--- src/rtl/sync_fifo_ctrl.sv ---
// rtl/sync_fifo_ctrl.sv - pointer/occupancy controller for a single-clock FIFO built on a dp_ram
module sync_fifo_ctrl #(
  parameter int RAM_DEPTH   = 16,
  parameter int ADDR_WIDITH = 4,
  parameter int AF_LEVEL    = 12,
  parameter int AE_LEVEL    = 4
) (
  input  logic                   clock,
  input  logic                   reset,
  input  logic                   write_enable,
  input  logic                   read_enable,
  output logic                   write_allow,
  output logic                   read_allow,
  output logic [ADDR_WIDITH-1:0] write_addr,
  output logic [ADDR_WIDITH-1:0] read_addr,
  output logic                   read_valid,
  output logic                   full,
  output logic                   empty,
  output logic                   almost_full,
  output logic                   almost_empty,
  output logic [ADDR_WIDITH:0]   fifo_count,
  output logic                   overflow,
  output logic                   underflow
);

  localparam logic [ADDR_WIDITH:0] DEPTH_CNT = RAM_DEPTH[ADDR_WIDITH:0];
  localparam logic [ADDR_WIDITH:0] AF_CNT    = AF_LEVEL[ADDR_WIDITH:0];
  localparam logic [ADDR_WIDITH:0] AE_CNT    = AE_LEVEL[ADDR_WIDITH:0];
  localparam logic [ADDR_WIDITH:0] ONE_CNT   = {{ADDR_WIDITH{1'b0}}, 1'b1};
  localparam logic [ADDR_WIDITH-1:0] ONE_PTR = {{(ADDR_WIDITH-1){1'b0}}, 1'b1};

  logic [ADDR_WIDITH-1:0] write_ptr;
  logic [ADDR_WIDITH-1:0] read_ptr;
  logic [ADDR_WIDITH:0]   count_q;
  logic [ADDR_WIDITH:0]   count_d;

  // Flags come from the registered count, so full/empty gate the strobes without a comb loop.
  assign full         = (count_q == DEPTH_CNT);
  assign empty        = (count_q == '0);
  assign almost_full  = (count_q >= AF_CNT);
  assign almost_empty = (count_q <= AE_CNT);

  assign write_allow = write_enable & ~full;
  assign read_allow  = read_enable & ~empty;

  assign write_addr = write_ptr;
  assign read_addr  = read_ptr;
  assign fifo_count = count_q;

  always_comb begin
    count_d = count_q;
    case ({write_allow, read_allow})
      2'b10:   count_d = count_q + ONE_CNT;
      2'b01:   count_d = count_q - ONE_CNT;
      default: count_d = count_q;
    endcase
  end

  // Pointers wrap naturally because RAM_DEPTH is a power of two.
  always_ff @(posedge clock or posedge reset) begin
    if (reset) begin
      write_ptr  <= '0;
      read_ptr   <= '0;
      count_q    <= '0;
      read_valid <= 1'b0;
      overflow   <= 1'b0;
      underflow  <= 1'b0;
    end else begin
      if (write_allow) write_ptr <= write_ptr + ONE_PTR;
      if (read_allow)  read_ptr  <= read_ptr + ONE_PTR;
      count_q    <= count_d;
      read_valid <= read_allow;
      overflow   <= write_enable & full;
      underflow  <= read_enable & empty;
    end
  end

endmodule
--- config.mk ---
export PLATFORM = sky130hd
export DESIGN_NAME = sync_fifo_ctrl
export DESIGN_NICKNAME = d
export VERILOG_FILES = /design/src/rtl/sync_fifo_ctrl.sv
export SDC_FILE = /design/constraint.sdc
export NUM_CORES = 1
export LEC_CHECK = 0
export CAP_MARGIN = 20
export CORE_UTILIZATION = 35
export CTS_CLUSTER_SIZE = 16
export DETAILED_ROUTE_END_ITERATION = 16
export PLACE_DENSITY = 0.62
export SLEW_MARGIN = 20
export SYNTH_ARGS = -nofsm -noshare
export SYNTH_HDL_FRONTEND = slang
export SYNTH_SLANG_ARGS = --single-unit
--- constraint.sdc ---
create_clock -name clock -period 4.38 [get_ports clock]
set_input_delay 0.876 -clock clock [delete_from_list [all_inputs] [get_ports clock]]
set_output_delay 0.876 -clock clock [all_outputs]
set_load 0.02 [all_outputs]
# Word level (Yosys, flattened, before mapping)
# Index checks and enable logic that the tools add are counted.
[word_totals] register_bits=16 inputBits=4 out_inout_bits=22 wordCells=24
[op_classes] n_addsub=4 order_cmp=2 n_eq_ne=3 muxes=1 bitwise_logic=6 n_reduce_logical=2
[op_table] op="$pmux W5 S2" count=1
[op_table] op="$add A4 B1 Y4 const B" count=2
[op_table] op="$add A5 B1 Y5 const B" count=1
[op_table] op="$eq A5 B5 Y1 const B" count=1
[op_table] op="$ge A5 B4 Y1 const B" count=1
[op_table] op="$le A5 B3 Y1 const B" count=1
[op_table] op="$logic_not A5 Y1" count=1
[op_table] op="$sub A5 B1 Y5 const B" count=1
[op_table] op="$and A1 B1 Y1" count=4
[op_table] op="$eq A2 B1 Y1 const B" count=1
[op_table] op="$eq A2 B2 Y1 const B" count=1
[op_table] op="$not A1 Y1" count=2
[op_table] op="$reduce_bool A2 Y1" count=1

# Logic depth before layout (Yosys ltp)
[depth] ltp_word=5 ltp_mapped=8 mapped_depth_nobuf=8

# Worst setup path after synthesis
# Ideal clock, no wire load.
[synth_timing] path_kind="register to register" from="register count_q[1] (netlist: fifo_count[1])" to="register count_q[4] (netlist: fifo_count[4])" setup_time_ps=87 t_arrival_ps=2810 t_required_ps=4293 slack_ps=1484 path_stages_with_launch=9 n_path_buf=0 synth_period_minus_slack_ps=2896 path_cell_list="dfrtp_1 -> or4_4 -> o21ai_4 -> inv_1 -> ha_1 -> fa_1 -> a21oi_1 -> mux2_2 -> o211ai_1"
[synth_via] elab_chain_cells=5 elab_cells_between_ends=12 cone_classes="add/sub (2); eq/ne (3); mux (1); bitwise (4); reduce/logical (2)"
[synth_lines] element="start, declared" line_no="34" source="logic [ADDR_WIDITH:0] count_q;"
[synth_lines] element="start signal, assigned" line_no="71" source="count_q <= count_d;"
[synth_lines] element="$logic_not A5 Y1 (*)" line_no="39" source="assign empty = (count_q == '0);"
[synth_lines] element="$not A1 Y1 (*)" line_no="44" source="assign read_allow = read_enable & ~empty;"
[synth_lines] element="$and A1 B1 Y1 (*)" line_no="44"
[synth_lines] element="via read_allow" line_no="13" source="output logic read_allow,"
[synth_lines] element="$eq A2 B1 Y1 / $eq A2 B2 Y1 (equally long branches)" line_no="52" source="case ({write_allow, read_allow})"
[synth_lines] element="$pmux W5 S2 / $reduce_bool A2 Y1 (equally long branches)"
# Mark *: on every way through the listed nets, which the timed path passes. The rest lies on a longest branch.
# A chain may end at the register's enable or synchronous reset.

# Worst setup path after layout
[layout_timing] from="input read_enable" to="output read_allow"
[layout_via] elab_chain_cells=1
[layout_lines] element="start, declared" line_no="11" source="input logic read_enable,"
[layout_lines] element="$and A1 B1 Y1" line_no="44"
[layout_lines] element="end, declared" line_no="13"
# No other way between the ends.

==> flow_summary.json <==
{
  "outcome": "finished, violations left",
  "violations": "design-rule violations",
  "path_cells": "clkdlybuf4s50_1, o21ai_4, inv_1, clkdlybuf4s50_1",
  "finalHoldWorstSlack_ns": 0.477,
  "via_per_inst": 5.33,
  "fin_nets": 119,
  "cp-start-kind": "input port",
  "cp.required_ns": 3.50,
  "async_flop_share": 1.00,
  "grt_overflow": 0,
  "multiInputGateArea_um2": 473,
  "period_needed_ns": 3.16,
  "die_y_um": 52.7,
  "synth-seq-cells": 16,
  "htreeDepth": 1,
  "drive_above_1_share": 0.0849,
  "die-area_mm2": 0.00278,
  "grt_pass1_wl_mm": 3.00,
  "initialDrtViolationCount": 12,
  "cts_setup_buffers": 0,
  "placed_cell_area_mm2": 0.00118,
  "firstDrtPassIters": 10,
  "p_leak_nw": 0.502,
  "cts_sinks": 16,
  "drt-total-wl_mm": 1.83,
  "nFillCells": 241,
  "slew_headroom": 0.609,
  "cts_root_buf": "clkbuf_4",
  "setup_tns_ns": 0,
  "setup_viol": 0,
  "die_w_um": 52.7,
  "crit_top_cell": "clkdlybuf4s50_1",
  "post-route-period-util": 0.722,
  "worst_pin_slew_ns": 0.586,
  "synth_nets": 91,
  "peakVddDrop_mv": 0.397,
  "hpwl_mm": 1.42,
  "grt_start_max_net_pins": 17,
  "seqCellArea_um2": 400,
  "synth_warnings": 0,
  "clk_path_buf_depth": 2,
  "num_io_pins": 26,
  "syn_area_um2": 900,
  "grtUsageTotal": 0.154,
  "rsz0062_at_grt": "false",
  "via_count": 725,
  "grt_pass1_vias": 669,
  "cts_buffers": 3,
  "cts_tree": "done",
  "path_max_fanout": 4,
  "synth-main-ff-cell": "dfrtp_1",
  "arrival_ns": 2.29,
  "path_clk_slew_ns": 0.08,
  "cts_resized": 0,
  "io_buffers": 25,
  "wl_per_cell_um": 13.5,
  "initial_core_util": 0.366,
  "slowest_delay_ns": 0.62,
  "layout_setup_ws_ns": 1.22,
  "fin_util": 0.490,
  "critPathBufInv": 3,
  "core.rowCount": 18,
  "core_area_mm2": 0.00245,
  "slew_violations": 0,
  "max-cap-violations": 0,
  "antennaDiodeCount": 0,
  "drtAntennaViolNets": 0,
  "worstSetupEndpointType": "output pin",
  "drc": 2,
  "area_delta_synth_final_pct": 33.7,
  "ys_seq_area_frac": 0.445,
  "clk_latency_ns": 0.29,
  "critPathKind": "in2out",
  "avgSynthCellArea_um2": 11.2,
  "cts_hold_buf": 0,
  "detailedPlace.worstSlack_ns": 1.08,
  "crit_family": "buffers and inverters",
  "routabilityCongestion": 0.743,
  "hp-class": "reg2reg",
  "synth_cell_types": 33,
  "hold_viol": 0,
  "synth_cells": 80,
  "powerDensity_mw_per_mm2": 777,
  "fin_skew_ns": 0.00785,
  "antenna_found_initial": 0,
  "synth_edf_count": 0,
  "max_freq_mhz": 316,
  "stdcell_area_mm2": 0.00120,
  "cp_slowest_cell": "clkdlybuf4s50_1"
}
logic make-up after synthesis:
family,synth area share
flip-flops,0.445
AND/OR/NAND/NOR,0.153
adder cells (fa/ha/maj),0.106
buffers and inverters,0.0292
multiplexers,0.0501
AO/OA/AOI/OAI,0.139
XOR/XNOR,0.0779
stage by stage:
step / instances / power [mW]
detailed placement: 133 / 0.869
floorplan: 80 / 0.632
CTS: 136 / 0.946
finish: 136 / 0.934
global placement: 133 / 0.853
global route: 136 / 1.02
layout by cell type (no fill, tap or decap), drive strengths merged:
master / count
clkdlybuf4s50: 25
xnor2: 5
inv: 5
and3: 1
nor4: 1
nand4: 2
and2: 2
or4: 2
a21o: 1
fa: 1
o21ai: 3
a2111o: 1
and4: 1
xor2: 3
dfrtp: 16
or4b: 1
nand2: 2
a21oi: 6
mux2: 4
o21a: 1
nor3b: 3
clkbuf: 3
a21boi: 1
o311ai: 1
ha: 6
nor2: 3
o211ai: 3
nand3: 2
nor3: 1
metal layers:
layer	track usage	part of all wire	wire length (um)	vias up
met5	0	0	0	-
met4	0.0921	0.025	46	0
met3	0.0290	0.042	76	5
met2	0.270	0.48	884	21
met1	0.171	0.45	824	355
li1	-	-	-	344
state kept, by name (all words and copies together), names as in the netlist:
signal      count
overflow        1
read_addr       4
underflow       1
fifo_count      5
write_addr      4
read_valid      1
final cells by class:
| cell class | count | share of cell area |
|---|---|---|
| repair buffers | 25 | 0.208 |
| inverters | 5 | 0.0156 |
| clock buffers | 3 | 0.0187 |
| flip-flops and latches | 16 | 0.333 |
| multi-input cells | 57 | 0.393 |
| well taps | 30 | 0.0312 |
power breakdown:
| group | leakage [nW] | internal, mW | switching, mW |
|---|---|---|---|
| sequential | 0.194 | 0.215 | 0.105 |
| clock | 0.0138 | 0.0319 | 0.0433 |
| combinational | 0.294 | 0.275 | 0.264 |
| total | 0.502 | 0.522 | 0.412 |
worst paths after layout:
check,from,to,slack [ns],depth (start not counted)
min in group asynchronous,reset,write_addr[3],0.95,2
max in group asynchronous,reset,read_addr[0],3.04,2
setup reg to reg,fifo_count[1],fifo_count[4],1.45,8
hold / removal,read_addr[3],read_addr[3],0.48,1
hold reg to reg,read_addr[3],read_addr[3],0.48,1
setup / recovery,read_enable,read_allow,1.22,4
cells in the mapped netlist, drive strengths merged, types with 3 or more instances:
master / count / area share
dfrtp: 16 / 0.45
a21oi: 6 / 0.033
nor2: 3 / 0.013
nor3b: 3 / 0.025
xor2: 3 / 0.029
mux2: 4 / 0.050
inv: 5 / 0.021
xnor2: 5 / 0.049
ha: 6 / 0.083
o21ai: 3 / 0.029
o211ai: 3 / 0.025
No activity file was read; power rests on OpenSTA's default activity.
